--- config.mk ---
export PLATFORM = sky130hd
export DESIGN_NAME = echo_timer
export DESIGN_NICKNAME = d
export VERILOG_FILES = /design/src/rtl/echo_timer.sv
export SDC_FILE = /design/constraint.sdc
export NUM_CORES = 1
export LEC_CHECK = 0
export ABC_CLOCK_PERIOD_IN_PS = 2900
export BUFFER_PORTS_ARGS = -buffer_cell sky130_fd_sc_hd__buf_2
export CORE_MARGIN = 2
export CORE_UTILIZATION = 42
export DETAILED_ROUTE_END_ITERATION = 6
export GPL_TIMING_DRIVEN = 0
export HOLD_SLACK_MARGIN = 0.15
export SKIP_CTS_REPAIR_TIMING = 1
export SLEW_MARGIN = 20
export SYNTH_ARGS = -nofsm -noshare
export SYNTH_HDL_FRONTEND = slang
export SYNTH_SLANG_ARGS = --single-unit
--- constraint.sdc ---
create_clock -name clk -period 2.9 [get_ports clk]
set_clock_uncertainty 0.15 [all_clocks]
set_input_delay 0 -clock clk [delete_from_list [all_inputs] [get_ports clk]]
set_output_delay 0 -clock clk [all_outputs]
set_load 0.02 [all_outputs]
--- src/rtl/echo_timer.sv ---
// echo_timer: single-channel ultrasonic ranging engine.
// Issues a trigger pulse, waits for a qualified echo rising edge and measures
// the synchronised echo high time in prescaled ticks. The result is held with
// a valid/ack handshake until the consumer accepts it.
//
// Ports:
//   clk        - system clock
//   rst        - asynchronous active-high reset
//   start      - one-cycle measurement request, honoured only in IDLE
//   echo       - raw asynchronous echo from the sensor
//   trig       - registered trigger pulse to the sensor
//   busy       - high whenever the engine is not IDLE
//   du         - measured duration in ticks, held while du_valid
//   du_timeout - du qualifier: no echo edge seen, or counter saturated
//   du_valid   - result available (DONE)
//   du_ack     - consumer accepts the result
module echo_timer #(
  parameter int unsigned CNT_W       = 20,
  parameter int unsigned TRIG_CYCLES = 1000,
  parameter int unsigned PRESCALE    = 1,
  parameter int unsigned TIMEOUT     = 2500000
) (
  input  logic             clk,
  input  logic             rst,
  input  logic             start,
  input  logic             echo,
  output logic             trig,
  output logic             busy,
  output logic [CNT_W-1:0] du,
  output logic             du_timeout,
  output logic             du_valid,
  input  logic             du_ack
);

  localparam int unsigned TRIG_W = (TRIG_CYCLES > 1) ? $clog2(TRIG_CYCLES) : 1;
  localparam int unsigned TMO_W  = $clog2(TIMEOUT + 1);
  localparam int unsigned PSC_W  = (PRESCALE > 1) ? $clog2(PRESCALE) : 1;

  localparam logic [TRIG_W-1:0] TRIG_LAST = TRIG_W'(TRIG_CYCLES - 1);
  localparam logic [TMO_W-1:0]  TMO_LAST  = TMO_W'(TIMEOUT - 1);
  localparam logic [PSC_W-1:0]  PSC_LAST  = PSC_W'(PRESCALE - 1);
  localparam logic [CNT_W-1:0]  CNT_MAX   = {CNT_W{1'b1}};

  localparam logic [2:0] S_IDLE = 3'd0;
  localparam logic [2:0] S_TRIG = 3'd1;
  localparam logic [2:0] S_WAIT = 3'd2;
  localparam logic [2:0] S_MEAS = 3'd3;
  localparam logic [2:0] S_DONE = 3'd4;

  logic              sync1_q, echo_s_q, echo_d_q;
  logic              rise;
  logic [2:0]        state_q, state_d;
  logic [TRIG_W-1:0] trig_cnt_q, trig_cnt_d;
  logic [TMO_W-1:0]  tmo_q, tmo_d;
  logic [PSC_W-1:0]  psc_q, psc_d;
  logic [CNT_W-1:0]  cnt_q, cnt_d;
  logic [CNT_W-1:0]  du_q, du_d;
  logic              du_to_q, du_to_d;
  logic              trig_q, busy_q, valid_q;

  logic              psc_wrap;
  logic [PSC_W-1:0]  psc_adv;
  logic [CNT_W-1:0]  cnt_adv;
  logic              cnt_sat;

  // Two-flop synchroniser plus one delay flop for edge detection.
  always_ff @(posedge clk or posedge rst) begin
    if (rst) begin
      sync1_q  <= 1'b0;
      echo_s_q <= 1'b0;
      echo_d_q <= 1'b0;
    end else begin
      sync1_q  <= echo;
      echo_s_q <= sync1_q;
      echo_d_q <= echo_s_q;
    end
  end

  assign rise = echo_s_q & ~echo_d_q;

  // One high cycle worth of prescaler/duration advance; the count never wraps.
  assign psc_wrap = (psc_q == PSC_LAST);
  assign psc_adv  = psc_wrap ? PSC_W'(0) : psc_q + PSC_W'(1);
  assign cnt_adv  = (psc_wrap && (cnt_q != CNT_MAX)) ? cnt_q + CNT_W'(1) : cnt_q;
  assign cnt_sat  = psc_wrap && (cnt_adv == CNT_MAX);

  // Next-state and datapath update.
  always_comb begin
    state_d    = state_q;
    trig_cnt_d = trig_cnt_q;
    tmo_d      = tmo_q;
    psc_d      = psc_q;
    cnt_d      = cnt_q;
    du_d       = du_q;
    du_to_d    = du_to_q;

    case (state_q)
      S_IDLE: begin
        if (start) begin
          state_d    = S_TRIG;
          trig_cnt_d = '0;
          tmo_d      = '0;
          psc_d      = '0;
          cnt_d      = '0;
          du_d       = '0;
          du_to_d    = 1'b0;
        end
      end
      S_TRIG: begin
        if (trig_cnt_q == TRIG_LAST) begin
          state_d = S_WAIT;
        end else begin
          trig_cnt_d = trig_cnt_q + TRIG_W'(1);
        end
      end
      S_WAIT: begin
        // The rise cycle is the first high cycle; rise beats the timeout.
        if (rise) begin
          psc_d = psc_adv;
          cnt_d = cnt_adv;
          if (cnt_sat) begin
            state_d = S_DONE;
            du_d    = CNT_MAX;
            du_to_d = 1'b1;
          end else begin
            state_d = S_MEAS;
          end
        end else if (tmo_q == TMO_LAST) begin
          state_d = S_DONE;
          du_d    = '0;
          du_to_d = 1'b1;
        end else begin
          tmo_d = tmo_q + TMO_W'(1);
        end
      end
      S_MEAS: begin
        if (echo_s_q) begin
          psc_d = psc_adv;
          cnt_d = cnt_adv;
          if (cnt_sat) begin
            state_d = S_DONE;
            du_d    = CNT_MAX;
            du_to_d = 1'b1;
          end
        end else begin
          state_d = S_DONE;
          du_d    = cnt_q;
          du_to_d = 1'b0;
        end
      end
      S_DONE: begin
        if (du_ack) begin
          state_d = S_IDLE;
        end
      end
      default: begin
        state_d = S_IDLE;
      end
    endcase
  end

  // State, counters and registered outputs (outputs track the next state).
  always_ff @(posedge clk or posedge rst) begin
    if (rst) begin
      state_q    <= S_IDLE;
      trig_cnt_q <= '0;
      tmo_q      <= '0;
      psc_q      <= '0;
      cnt_q      <= '0;
      du_q       <= '0;
      du_to_q    <= 1'b0;
      trig_q     <= 1'b0;
      busy_q     <= 1'b0;
      valid_q    <= 1'b0;
    end else begin
      state_q    <= state_d;
      trig_cnt_q <= trig_cnt_d;
      tmo_q      <= tmo_d;
      psc_q      <= psc_d;
      cnt_q      <= cnt_d;
      du_q       <= du_d;
      du_to_q    <= du_to_d;
      trig_q     <= (state_d == S_TRIG);
      busy_q     <= (state_d != S_IDLE);
      valid_q    <= (state_d == S_DONE);
    end
  end

  assign trig       = trig_q;
  assign busy       = busy_q;
  assign du         = du_q;
  assign du_timeout = du_to_q;
  assign du_valid   = valid_q;

endmodule

==> results.cfg <==
[sta]
slew_violations = 0
slew_headroom_pct = 36.6
finalSetupViolCount = 25
hold_ws_ps = 156
period_minus_slack_ps = 3160
setup_ws_ps = -262
hold_violations = 0
rsz0062_at_grt = yes
clock.fmax_ghz = 0.316
worst_pin_slew_ps = 943
fin_crit_sh_pct = 109

[clock_network]
h-tree-depth = 3
cts.clk_slew.worst_paths_ps = 80
clk-insertion-delay-late_ps = 370
clock-sinks = 82
cts_buffers = 9
cts_buffer_depth = 2
root_buffer = clkbuf_8
cts_tree = done

[grt]
grt_antenna_before_repair = 0
grt_pass1_wl_um = 17900
met3_usage_pct = 3.68
use_met2_pct = 33.1
grt_max_degree = 51
track_usage_pct = 20.1
grt-busiest-layer = met2
use_met1_pct = 27.1
grt_overflow = 0
grt_pass1_vias = 3617

[route]
drtPass1Iterations = 4
drc_errors = 0
vias = 3759
ant_nets = 0
drt_iter0_drc = 160
routedWlPerCell_um = 16.0
wl_um = 10700
viasPerCell = 5.64

[logic_synthesis]
syn_avg_cell_area_um2 = 9.09
ys_warn_count = 0
ys_async_sr_fraction_pct = 100
synth_nets = 477
yosysTopAreaCellShare_pct = 48.1
synth_flop_cell = dfrtp_1
synth_cell_type_count = 55
netlist_instances = 469
ys_seq_elements = 82
yosysTopAreaCell = dfrtp_1
synth_edf_count = 0
syn_area_mm2 = 0.00426
yosysSeqAreaShare_pct = 48.1
synth_area_leaders = dfrtp_1 48%, nand2_1 4.9%, o21ai_0 4.9%

[floorplan]
io_pins = 29
die_area_mm2 = 0.0110
core_area_mm2 = 0.00982
fp.dieH_um = 105
core.rowCount = 36
start_util_pct = 43.4
dieWidth_um = 105

[run]
cap_violations = 0

[critical_path]
cp.required_ps = 3060
cp.arrival_ps = 3320
start_kind = flip-flop
critical_path_class = reg -> reg
worstPathMaxFanout = 8
cp-end-kind = flip-flop

[cells_and_area]
multiInputGateArea_mm2 = 0.00217
regArea_mm2 = 0.00206
utilization_pct = 52.7
nets = 537
synthToLayoutAreaGrowth_pct = 21.4
num-fill-cells = 943
final_area_mm2 = 0.00517
drive_gt1_share_pct = 21.3
antenna_cells = 0

[pwr]
p_leak_nw = 2.33
powerDensity_mw_per_mm2 = 496
fin_total_pwr_mw = 2.57
ir_drop_uv = 215

[place]
globalplace.congestion = 0.842
io_buffers = 28
placed_area_mm2 = 0.00464
dp_hpwl_um = 7060

[run_status]
status = complete, but fails checks
failed_checks = negative setup slack

[hold_path]
min_path_type = in -> reg
==> where the power goes <==
group	switching, mW	total (mW)	internal [mW]
Sequential	0.110	1.35	1.24
Clock	0.429	0.873	0.444
Combinational	0.201	0.344	0.144
Total	0.739	2.57	1.83
==> layout by cell type (no fill, tap or decap), types with 3 or more instances in the layout <==
| cell type | instances |
|---|---|
| a211o_1 | 4 |
| a21o_1 | 3 |
| a21oi_1 | 26 |
| a22oi_1 | 20 |
| a31o_2 | 3 |
| a31oi_1 | 10 |
| and3_1 | 12 |
| buf_2 | 29 |
| buf_4 | 16 |
| buf_8 | 3 |
| clkbuf_1 | 16 |
| clkbuf_8 | 11 |
| dfrtp_1 | 76 |
| dfrtp_2 | 6 |
| dlygate4sd3_1 | 5 |
| inv_1 | 14 |
| nand2_1 | 39 |
| nand2_2 | 15 |
| nand3_1 | 12 |
| nand4_1 | 20 |
| nor2_1 | 42 |
| nor2b_1 | 4 |
| nor3_1 | 7 |
| nor4_1 | 7 |
| nor4b_1 | 3 |
| o21ai_0 | 40 |
| or3_1 | 10 |
| or4_4 | 3 |
| xnor2_1 | 9 |
| xor2_1 | 15 |
==> registers in the layout (all words and copies together) (netlist names) <==
| name | cells |
|---|---|
| du_valid | 1 |
| busy | 1 |
| du | 20 |
| trig | 1 |
| echo_d_q | 1 |
| tmo_q | 22 |
| cnt_q | 20 |
| trig_cnt_q | 10 |
| echo_s_q | 1 |
| sync1_q | 1 |
| du_timeout | 1 |
| state_q | 3 |
==> kinds of logic after synthesis <==
| logic type | after synthesis | share of synthesized area, % |
|---|---|---|
| buf+inv | 39 | 3.90 |
| simple gates | 194 | 23.1 |
| xor+xnor | 24 | 4.93 |
| fa+ha+maj | 3 | 0.881 |
| mux | 3 | 0.880 |
| compound gates | 124 | 18.2 |
| flops | 82 | 48.1 |
==> cell usage after synthesis (2+ instances only) <==
| master | n |
|---|---|
| a211o_1 | 4 |
| a21o_1 | 3 |
| a21oi_1 | 26 |
| a22oi_1 | 20 |
| a31o_2 | 3 |
| a31oi_1 | 10 |
| and2_1 | 2 |
| and3_1 | 12 |
| buf_2 | 3 |
| buf_6 | 2 |
| clkbuf_1 | 18 |
| dfrtp_1 | 82 |
| ha_1 | 3 |
| inv_1 | 15 |
| mux2_2 | 2 |
| nand2_1 | 56 |
| nand2b_1 | 3 |
| nand3_1 | 13 |
| nand4_1 | 20 |
| nor2_1 | 43 |
| nor2b_1 | 4 |
| nor3_1 | 8 |
| nor4_1 | 7 |
| nor4b_1 | 3 |
| o2111ai_1 | 2 |
| o21ai_0 | 42 |
| o31ai_1 | 3 |
| or3_1 | 10 |
| or4_1 | 2 |
| xnor2_1 | 9 |
| xor2_1 | 15 |
==> path summary, 6_finish.rpt <==
kind	slack [ps]	startpoint	cells after the start	to
max in group asynchronous	1360	rst	5	cnt_q[8]$_DFFE_PP0P_
min in group asynchronous	620	rst	4	tmo_q[16]$_DFFE_PP0P_
max	-260	cnt_q[7]$_DFFE_PP0P_	9	du[5]$_DFFE_PP0P_
min reg2reg	210	sync1_q$_DFF_PP0_	0	echo_s_q$_DFF_PP0_
min	160	du_ack	5	du_valid$_DFF_PP0_
max reg2reg	-260	cnt_q[7]$_DFFE_PP0P_	9	du[5]$_DFFE_PP0P_
==> worst max-delay path, stage by stage (launching register included) <==
cell and delay [ps]:
dfrtp_1 360, buf_8 120, nand4_1 200, or4_4 600, mux2_4 340, nand2b_4 130
or4_4 510, or3_4 450, clkbuf_16 190, nand2_1 50
==> per-layer routing <==
| metal | share of wire, % | wire length, µm |
|---|---|---|
| met1 | 47 | 5040 |
| met2 | 48 | 5110 |
| met3 | 3.1 | 326 |
| met4 | 1.7 | 186 |
| met5 | 0 | 0 |
==> final cells by class <==
type	instances	share of cell area [%]
Clock buffer	12	3.00
Inverter	15	1.14
Timing Repair Buffer	52	7.57
Buffer	21	2.30
Tap cell	133	3.22
Sequential cell	82	39.8
Multi-Input combinational cell	348	42.0
Clock inverter	4	0.967
==> metrics by stage <==
step | setup slack [ps] | setup TNS, ps | cells
6_report | -262 | -5310 | 667
5_1_grt | -337 | -7250 | 667
4_1_cts | -479 | -7990 | 647
3_5_place_dp | -457 | -7460 | 631
3_3_place_gp | -622 | -36990 | 630
2_1_floorplan | -25.7 | -392 | 469
Power figures use the tool's default switching activity.
